### src/rtl/vm_stubs_binned_if.sv
// Stub buffer bus: write stream, control strobes and random-access read port.
// The master drives stubs, start and read_add; the slave (buffer) returns the rest.
interface vm_stubs_binned_if #(
    parameter int DATA_WIDTH = 19,
    parameter int ADDR_BITS  = 4,
    parameter int BIN_BITS   = 3,
    parameter int PAGE_BITS  = 1
);
    localparam int RA_W = PAGE_BITS + BIN_BITS + ADDR_BITS;

    logic [1:0]            start;
    logic [1:0]            done;
    logic [DATA_WIDTH-1:0] data_in;
    logic                  enable;
    logic [RA_W-1:0]       read_add;
    logic [DATA_WIDTH-1:0] data_out;
    logic [ADDR_BITS:0]    number_out;
    logic                  overflow_out;
    logic [PAGE_BITS-1:0]  wr_page;

    modport master (
        output start, data_in, enable, read_add,
        input  done, data_out, number_out, overflow_out, wr_page
    );

    modport slave (
        input  start, data_in, enable, read_add,
        output done, data_out, number_out, overflow_out, wr_page
    );
endinterface

### src/rtl/vm_stubs_binned.sv
// Binned virtual-module stub buffer: filters stubs, sorts them into bins
// inside a ring of BX pages, and serves data/counts on one read port.
module vm_stubs_binned #(
    parameter int DATA_WIDTH = 19,
    parameter int ADDR_BITS  = 4,
    parameter int BIN_BITS   = 3,
    parameter int PAGE_BITS  = 1,
    parameter int BIN_LSB    = 16,
    parameter int FILT_LSB   = 10,
    parameter int FILT_W     = 6,
    parameter int FILT_MAX   = 31,
    parameter int DONE_DELAY = 5
) (
    input logic           clk,
    input logic           reset,
    vm_stubs_binned_if.slave vm
);
    localparam int SW   = PAGE_BITS + BIN_BITS;
    localparam int AW   = SW + ADDR_BITS;
    localparam int NPB  = 1 << SW;
    localparam int NMEM = 1 << AW;
    localparam int CW   = ADDR_BITS + 1;

    localparam logic [CW-1:0]   FULL = CW'(1 << ADDR_BITS);
    localparam logic [FILT_W:0] FMAX = (FILT_W + 1)'(FILT_MAX);

    logic [1:0]            r_start_q;
    logic [PAGE_BITS-1:0]  r_wr_page;
    logic [1:0]            r_done_pipe [DONE_DELAY];
    logic [CW-1:0]         r_cnt [NPB];
    logic [NPB-1:0]        r_ovf;

    logic                  r_wr_en;
    logic [AW-1:0]         r_wr_addr;
    logic [DATA_WIDTH-1:0] r_wr_data;
    logic [DATA_WIDTH-1:0] r_mem [NMEM];

    logic [DATA_WIDTH-1:0] r_rd_data;
    logic [CW-1:0]         r_rd_cnt;
    logic                  r_rd_ovf;
    logic [DATA_WIDTH-1:0] r_data_out;
    logic [CW-1:0]         r_number_out;
    logic                  r_overflow_out;

    logic [FILT_W-1:0]     w_filt;
    logic [BIN_BITS-1:0]   w_bin;
    logic                  w_new;
    logic [PAGE_BITS-1:0]  w_page;
    logic [SW-1:0]         w_slot;
    logic [CW-1:0]         w_cur;
    logic                  w_acc;
    logic                  w_full;
    logic                  w_wr;
    logic [SW-1:0]         w_rd_slot;

    assign w_filt = vm.data_in[FILT_LSB +: FILT_W];
    assign w_bin  = vm.data_in[BIN_LSB +: BIN_BITS];

    // A new page is opened this cycle; a same-cycle stub lands in it at entry 0.
    assign w_new  = r_start_q[0] & ~r_start_q[1];
    assign w_page = w_new ? r_wr_page + PAGE_BITS'(1) : r_wr_page;
    assign w_slot = {w_page, w_bin};
    assign w_cur  = w_new ? '0 : r_cnt[w_slot];

    assign w_acc  = vm.enable & ({1'b0, w_filt} < FMAX) & ~r_start_q[1];
    assign w_full = (w_cur == FULL);
    assign w_wr   = w_acc & ~w_full;

    assign w_rd_slot = vm.read_add[AW-1:ADDR_BITS];

    always_ff @(posedge clk or negedge reset) begin
        if (!reset) begin
            r_start_q <= '0;
            r_wr_page <= '1;
            for (int i = 0; i < DONE_DELAY; i++) begin
                r_done_pipe[i] <= '0;
            end
        end else begin
            r_start_q      <= vm.start;
            r_done_pipe[0] <= vm.start;
            for (int i = 1; i < DONE_DELAY; i++) begin
                r_done_pipe[i] <= r_done_pipe[i-1];
            end
            if (r_start_q[1]) begin
                r_wr_page <= '1;
            end else if (r_start_q[0]) begin
                r_wr_page <= w_page;
            end
        end
    end

    // Per-(page,bin) fill counters saturate at FULL and raise a sticky flag.
    always_ff @(posedge clk or negedge reset) begin
        if (!reset) begin
            for (int i = 0; i < NPB; i++) begin
                r_cnt[i] <= '0;
            end
            r_ovf <= '0;
        end else begin
            if (w_new) begin
                for (int b = 0; b < (1 << BIN_BITS); b++) begin
                    r_cnt[{w_page, BIN_BITS'(b)}] <= '0;
                    r_ovf[{w_page, BIN_BITS'(b)}] <= 1'b0;
                end
            end
            if (w_wr) begin
                r_cnt[w_slot] <= w_cur + CW'(1);
            end
            if (w_acc && w_full) begin
                r_ovf[w_slot] <= 1'b1;
            end
        end
    end

    always_ff @(posedge clk or negedge reset) begin
        if (!reset) begin
            r_wr_en   <= 1'b0;
            r_wr_addr <= '0;
            r_wr_data <= '0;
        end else begin
            r_wr_en   <= w_wr;
            r_wr_addr <= {w_slot, w_cur[ADDR_BITS-1:0]};
            r_wr_data <= vm.data_in;
        end
    end

    // Simple dual-port RAM with registered read; contents are never reset.
    always_ff @(posedge clk) begin
        if (r_wr_en) begin
            r_mem[r_wr_addr] <= r_wr_data;
        end
        r_rd_data <= r_mem[vm.read_add];
    end

    always_ff @(posedge clk or negedge reset) begin
        if (!reset) begin
            r_rd_cnt       <= '0;
            r_rd_ovf       <= 1'b0;
            r_data_out     <= '0;
            r_number_out   <= '0;
            r_overflow_out <= 1'b0;
        end else begin
            r_rd_cnt       <= r_cnt[w_rd_slot];
            r_rd_ovf       <= r_ovf[w_rd_slot];
            r_data_out     <= r_rd_data;
            r_number_out   <= r_rd_cnt;
            r_overflow_out <= r_rd_ovf;
        end
    end

    assign vm.done         = r_done_pipe[DONE_DELAY-1];
    assign vm.wr_page      = r_wr_page;
    assign vm.data_out     = r_data_out;
    assign vm.number_out   = r_number_out;
    assign vm.overflow_out = r_overflow_out;
endmodule
### src/flat_wrapper.sv
// flat-port wrapper written by rule: the top's interface ports become plain ports
module vm_stubs_binned_flat 
#(
    parameter int DATA_WIDTH = 19,
    parameter int ADDR_BITS  = 4,
    parameter int BIN_BITS   = 3,
    parameter int PAGE_BITS  = 1,
    parameter int BIN_LSB    = 16,
    parameter int FILT_LSB   = 10,
    parameter int FILT_W     = 6,
    parameter int FILT_MAX   = 31,
    parameter int DONE_DELAY = 5
)
  (clk, reset, vm_start, vm_data_in, vm_enable, vm_read_add, vm_done, vm_data_out, vm_number_out, vm_overflow_out, vm_wr_page);
  vm_stubs_binned_if #(.DATA_WIDTH(DATA_WIDTH), .ADDR_BITS(ADDR_BITS), .BIN_BITS(BIN_BITS), .PAGE_BITS(PAGE_BITS)) vm_i ();
  input logic clk;
  input logic reset;
  input wire logic [$bits(vm_i.start)-1:0] vm_start;
  input wire logic [$bits(vm_i.data_in)-1:0] vm_data_in;
  input wire logic [$bits(vm_i.enable)-1:0] vm_enable;
  input wire logic [$bits(vm_i.read_add)-1:0] vm_read_add;
  output wire logic [$bits(vm_i.done)-1:0] vm_done;
  output wire logic [$bits(vm_i.data_out)-1:0] vm_data_out;
  output wire logic [$bits(vm_i.number_out)-1:0] vm_number_out;
  output wire logic [$bits(vm_i.overflow_out)-1:0] vm_overflow_out;
  output wire logic [$bits(vm_i.wr_page)-1:0] vm_wr_page;
  assign vm_i.start = vm_start;
  assign vm_i.data_in = vm_data_in;
  assign vm_i.enable = vm_enable;
  assign vm_i.read_add = vm_read_add;
  assign vm_done = vm_i.done;
  assign vm_data_out = vm_i.data_out;
  assign vm_number_out = vm_i.number_out;
  assign vm_overflow_out = vm_i.overflow_out;
  assign vm_wr_page = vm_i.wr_page;
  vm_stubs_binned #(.DATA_WIDTH(DATA_WIDTH), .ADDR_BITS(ADDR_BITS), .BIN_BITS(BIN_BITS), .PAGE_BITS(PAGE_BITS), .BIN_LSB(BIN_LSB), .FILT_LSB(FILT_LSB), .FILT_W(FILT_W), .FILT_MAX(FILT_MAX), .DONE_DELAY(DONE_DELAY)) u_core (.clk(clk), .reset(reset), .vm(vm_i));
endmodule
### config.mk
export PLATFORM = sky130hd
export DESIGN_NAME = vm_stubs_binned_flat
export DESIGN_NICKNAME = d
export VERILOG_FILES = /design/src/rtl/vm_stubs_binned_if.sv /design/src/rtl/vm_stubs_binned.sv /design/src/flat_wrapper.sv
export SDC_FILE = /design/constraint.sdc
export NUM_CORES = 2
export LEC_CHECK = 0
export CORE_ASPECT_RATIO = 1.2
export CORE_MARGIN = 2
export CORE_UTILIZATION = 40
export CTS_CLUSTER_SIZE = 40
export DETAILED_ROUTE_END_ITERATION = 12
export SETUP_SLACK_MARGIN = 0.1
export SLEW_MARGIN = 20
export SYNTH_ARGS = -nofsm -noshare
export SYNTH_HDL_FRONTEND = slang
export SYNTH_MEMORY_MAX_BITS = 65536
export SYNTH_SLANG_ARGS = --single-unit
### constraint.sdc
create_clock -name clk -period 6.26 [get_ports clk]
set_clock_uncertainty 0.1 [all_clocks]
set_input_delay 1.878 -clock clk [delete_from_list [all_inputs] [get_ports clk]]
set_output_delay 1.878 -clock clk [all_outputs]
set_load 0.005 [all_outputs]
==> key figures <==
Synthesis
  • Synth Area in Simple Gates: 2.18%
  • Register bit total from synthesis: 5046
  • Number of synthesized flops with an enable pin: 4864
  • Largest family of logic cells by synthesized area: multiplexers
  • Synth Area in Adders: 0.0128%
  • Most common flop cell mapped by yosys: edfxtp_1
  • Syn Area/Cell: 21.1 µm²
  • Post-synthesis sequential area ratio: 77.0%
  • YS warnings: 0
  • Synth Area in Compound Gates: 3.17%
  • Post-Syn Area: 195000 µm²
  • Cell variety after synth: 73
  • Mux share of post-synthesis cell area: 16.0%
  • XOR/XNOR Fraction of Synth Area: 0.0134%
  • Asr flop ratio synth: 3.23%
  • Cells after synthesis: 9270
  • Syn Nets: 9304

Floorplan
  • Die Y: 770 µm
  • # IOs: 60
  • Die width: 642 µm
  • Starting Density: 40.1%
  • Die area: 494000 µm²
  • Rows: 281
  • Core ar.: 487000 µm²

Placement
  • Placed Cells: 15.9k
  • Hpwl dp: 326000 µm
  • PortBufs: 59
  • Final GP Congestion: 0.937
  • Area after DPL: 207000 µm²

Layout
  • Fin area: 223000 µm²
  • Final non-filler cell total: 16.7k
  • Final Net Count: 9841
  • Commonest non-fill, non-tap cell in the layout: edfxtp_1
  • Layout cell share with drive strength beyond 1: 25.3%
  • Synth-to-layout area growth: 14.0%
  • Commonest cells after routing, fill and taps aside: edfxtp_1 (4864), mux4_2 (997), mux2i_1 (826)

Worst setup path
  • CP Class: input port to flip-flop
  • Critical Path AT: 5790 ps
  • Worst Path Max Fanout: 39
  • CP startpoint kind: input port
  • Worst Setup End Kind: flip-flop
  • CP Data Required Time: 7000 ps

Timing
  • Max transition margin: 13.9%
  • RSZ-0062 raised after global routing: no
  • Sum of negative setup slack: 0 ps
  • Final Max Tran Viols: 0
  • Worst-margin pin slew: 1280 ps
  • Fin crit share: 80.6%
  • Crit path time final: 5050 ps
  • Setup Viol. Count Final: 0
  • Max Fclk: 0.198 GHz
  • Hold Vio Cnt, Final: 0

Global routing
  • M1 GR Usage: 27.1%
  • GRT met3 Usage: 3.33%
  • Antenna violations before repair: 25
  • GR peak layer: met2
  • M2 GR Usage: 36.2%
  • Vias in the first global route: 98.7k
  • First-pass GRT wire length: 759000 µm
  • Largest net degree at the start of global routing: 225
  • Global route total overflow: 0
  • Total Routing Usage GR: 21.4%

Clock network
  • Total clock sinks: 5046
  • CTS tree: built
  • Setup bufs post-CTS: 0
  • TritonCTS Buffers: 458
  • Clock transition at path regs: 70 ps
  • Root buffer cell: clkbuf_16
  • H-tree levels: 5
  • Clock buffer depth: 4
  • Clock latency on the worst-skew pair: 1020 ps
  • Cts repair resizes: 0
  • Hold-fix buffers, CTS: 0

Drt
  • Routed wire length: 541000 µm
  • Residual DRC: 0
  • Vias: 97.9k
  • Pre-Repair DR Iteration Count: 8
  • Post-DRT Antenna Nets: 0
  • DR WL/cell: 32.4 µm
  • Vias per std cell: 5.86
  • 1st-iter DRT viols: 11.5k

Power and ir drop
  • Logic pwr share: 5.2%
  • Pleak: 0.0703 µW
  • Clock power share: 41.1%
  • Pwr Density: 312 nW/µm²
  • Sequential Power Share: 53.8%
  • Worst IR Drop VDD: 0.252 mV
  • Net Sw Power: 15100 µW
  • Fraction of power spent switching nets: 21.8%
  • Pint: 54300 µW

Hold path
  • HP Class: flip-flop to flip-flop

Run
  • Max-Cap Viols: 0

Outcome
  • Status: finished clean
## state kept, by name (all words and copies together), names as in the netlist
| signal | cells |
|---|---|
| u_core.r_cnt | 80 |
| u_core.r_done_pipe | 6 |
| u_core.r_mem | 4864 |
| u_core.r_ovf | 16 |
| u_core.r_rd_cnt | 5 |
| u_core.r_rd_data | 19 |
| u_core.r_rd_ovf | 1 |
| u_core.r_start_q | 2 |
| u_core.r_wr_addr | 8 |
| u_core.r_wr_data | 16 |
| u_core.r_wr_en | 1 |
| u_core.vm.data_out | 19 |
| u_core.vm.done | 2 |
| u_core.vm.number_out | 5 |
| u_core.vm.overflow_out | 1 |
| u_core.vm.wr_page | 1 |
## per-layer routing
layer,up-vias,wire [µm]
met5,-,30
met4,6,30300
met3,912,38600
met2,4250,270000
met1,52700,203000
li1,40100,-
## cell families after synthesis
kind of cell / Yosys count
multiplexers: 1861
adder cells (fa/ha/maj): 2
AND/OR/NAND/NOR: 907
buffers and inverters: 575
flip-flops: 5046
AO/OA/AOI/OAI: 876
XOR/XNOR: 3
## per-stage QoR
stage | utilization (%) | setup slack, ps | total power (µW) | hold slack (ps)
after detailed placement | 42.5 | 170 | 41700 | 235
after global routing | 45.7 | 1250 | 71300 | 256
after CTS | 45.7 | 1280 | 69800 | 250
after floorplan | - | 414 | 40100 | 216
final | 45.7 | 1210 | 69500 | 249
after global placement | 42.5 | 119 | 41600 | 235
## worst paths after layout
check                                           start                       to  slack, ps  cells past startpoint
worst min register to register  u_core.r_done_pipe[7]    u_core.r_done_pipe[5]        250                      0
worst max register to register    u_core.r_wr_addr[5]     u_core.r_mem[41][17]       2050                      4
worst min-delay path            u_core.r_done_pipe[7]    u_core.r_done_pipe[5]        250                      0
min in group asynchronous                       reset  u_core.vm.number_out[4]        940                      1
max in group asynchronous                       reset      u_core.r_wr_data[3]       4090                      2
worst max-delay path                   vm_read_add[1]     u_core.r_rd_data[13]       1210                     10
## power by group through the flow
stage               registers (µW)  logic [µW]  clock network [µW]
floorplan                    38200        1890                   0
global placement             38100        3510                   0
detailed placement           38100        3580                   0
CTS                          37400        3580               28900
global route                 37400        3730               30200
finish                       37400        3580               28500
## cell usage after synthesis (all sizes together), types with 49 or more instances
cell | count | area [µm²]
o221ai | 263 | 2300
mux4 | 1001 | 22600
mux2i | 826 | 8270
clkbuf | 251 | 942
dfrtp | 162 | 4050
a21oi | 165 | 826
edfxtp | 4864 | 146000
nor3 | 157 | 926
o22ai | 216 | 1350
buf | 315 | 2150
nand2 | 207 | 777
o21ai | 49 | 245
nor2 | 353 | 1330
## cell type report
| cell class | instances | area, µm² |
|---|---|---|
| antenna | 10 | 25.0 |
| clock buffer | 549 | 11900 |
| clock inverter | 300 | 3360 |
| fill | 40300 | 265000 |
| inverter | 9 | 46.3 |
| multi-input combinational | 3649 | 42800 |
| sequential | 5046 | 151000 |
| tap | 6509 | 8140 |
| timing repair buffer | 643 | 5810 |
## worst max-delay path: stages
cell      delay (ps)
buf_8            170
or2_4            560
buf_12           260
buf_4            190
o221ai_1         640
o22ai_1          210
nor3_1           370
nor3_1           200
a22o_1           440
nor4_1           710
Note: power is estimated with default switching activity, not from simulation.
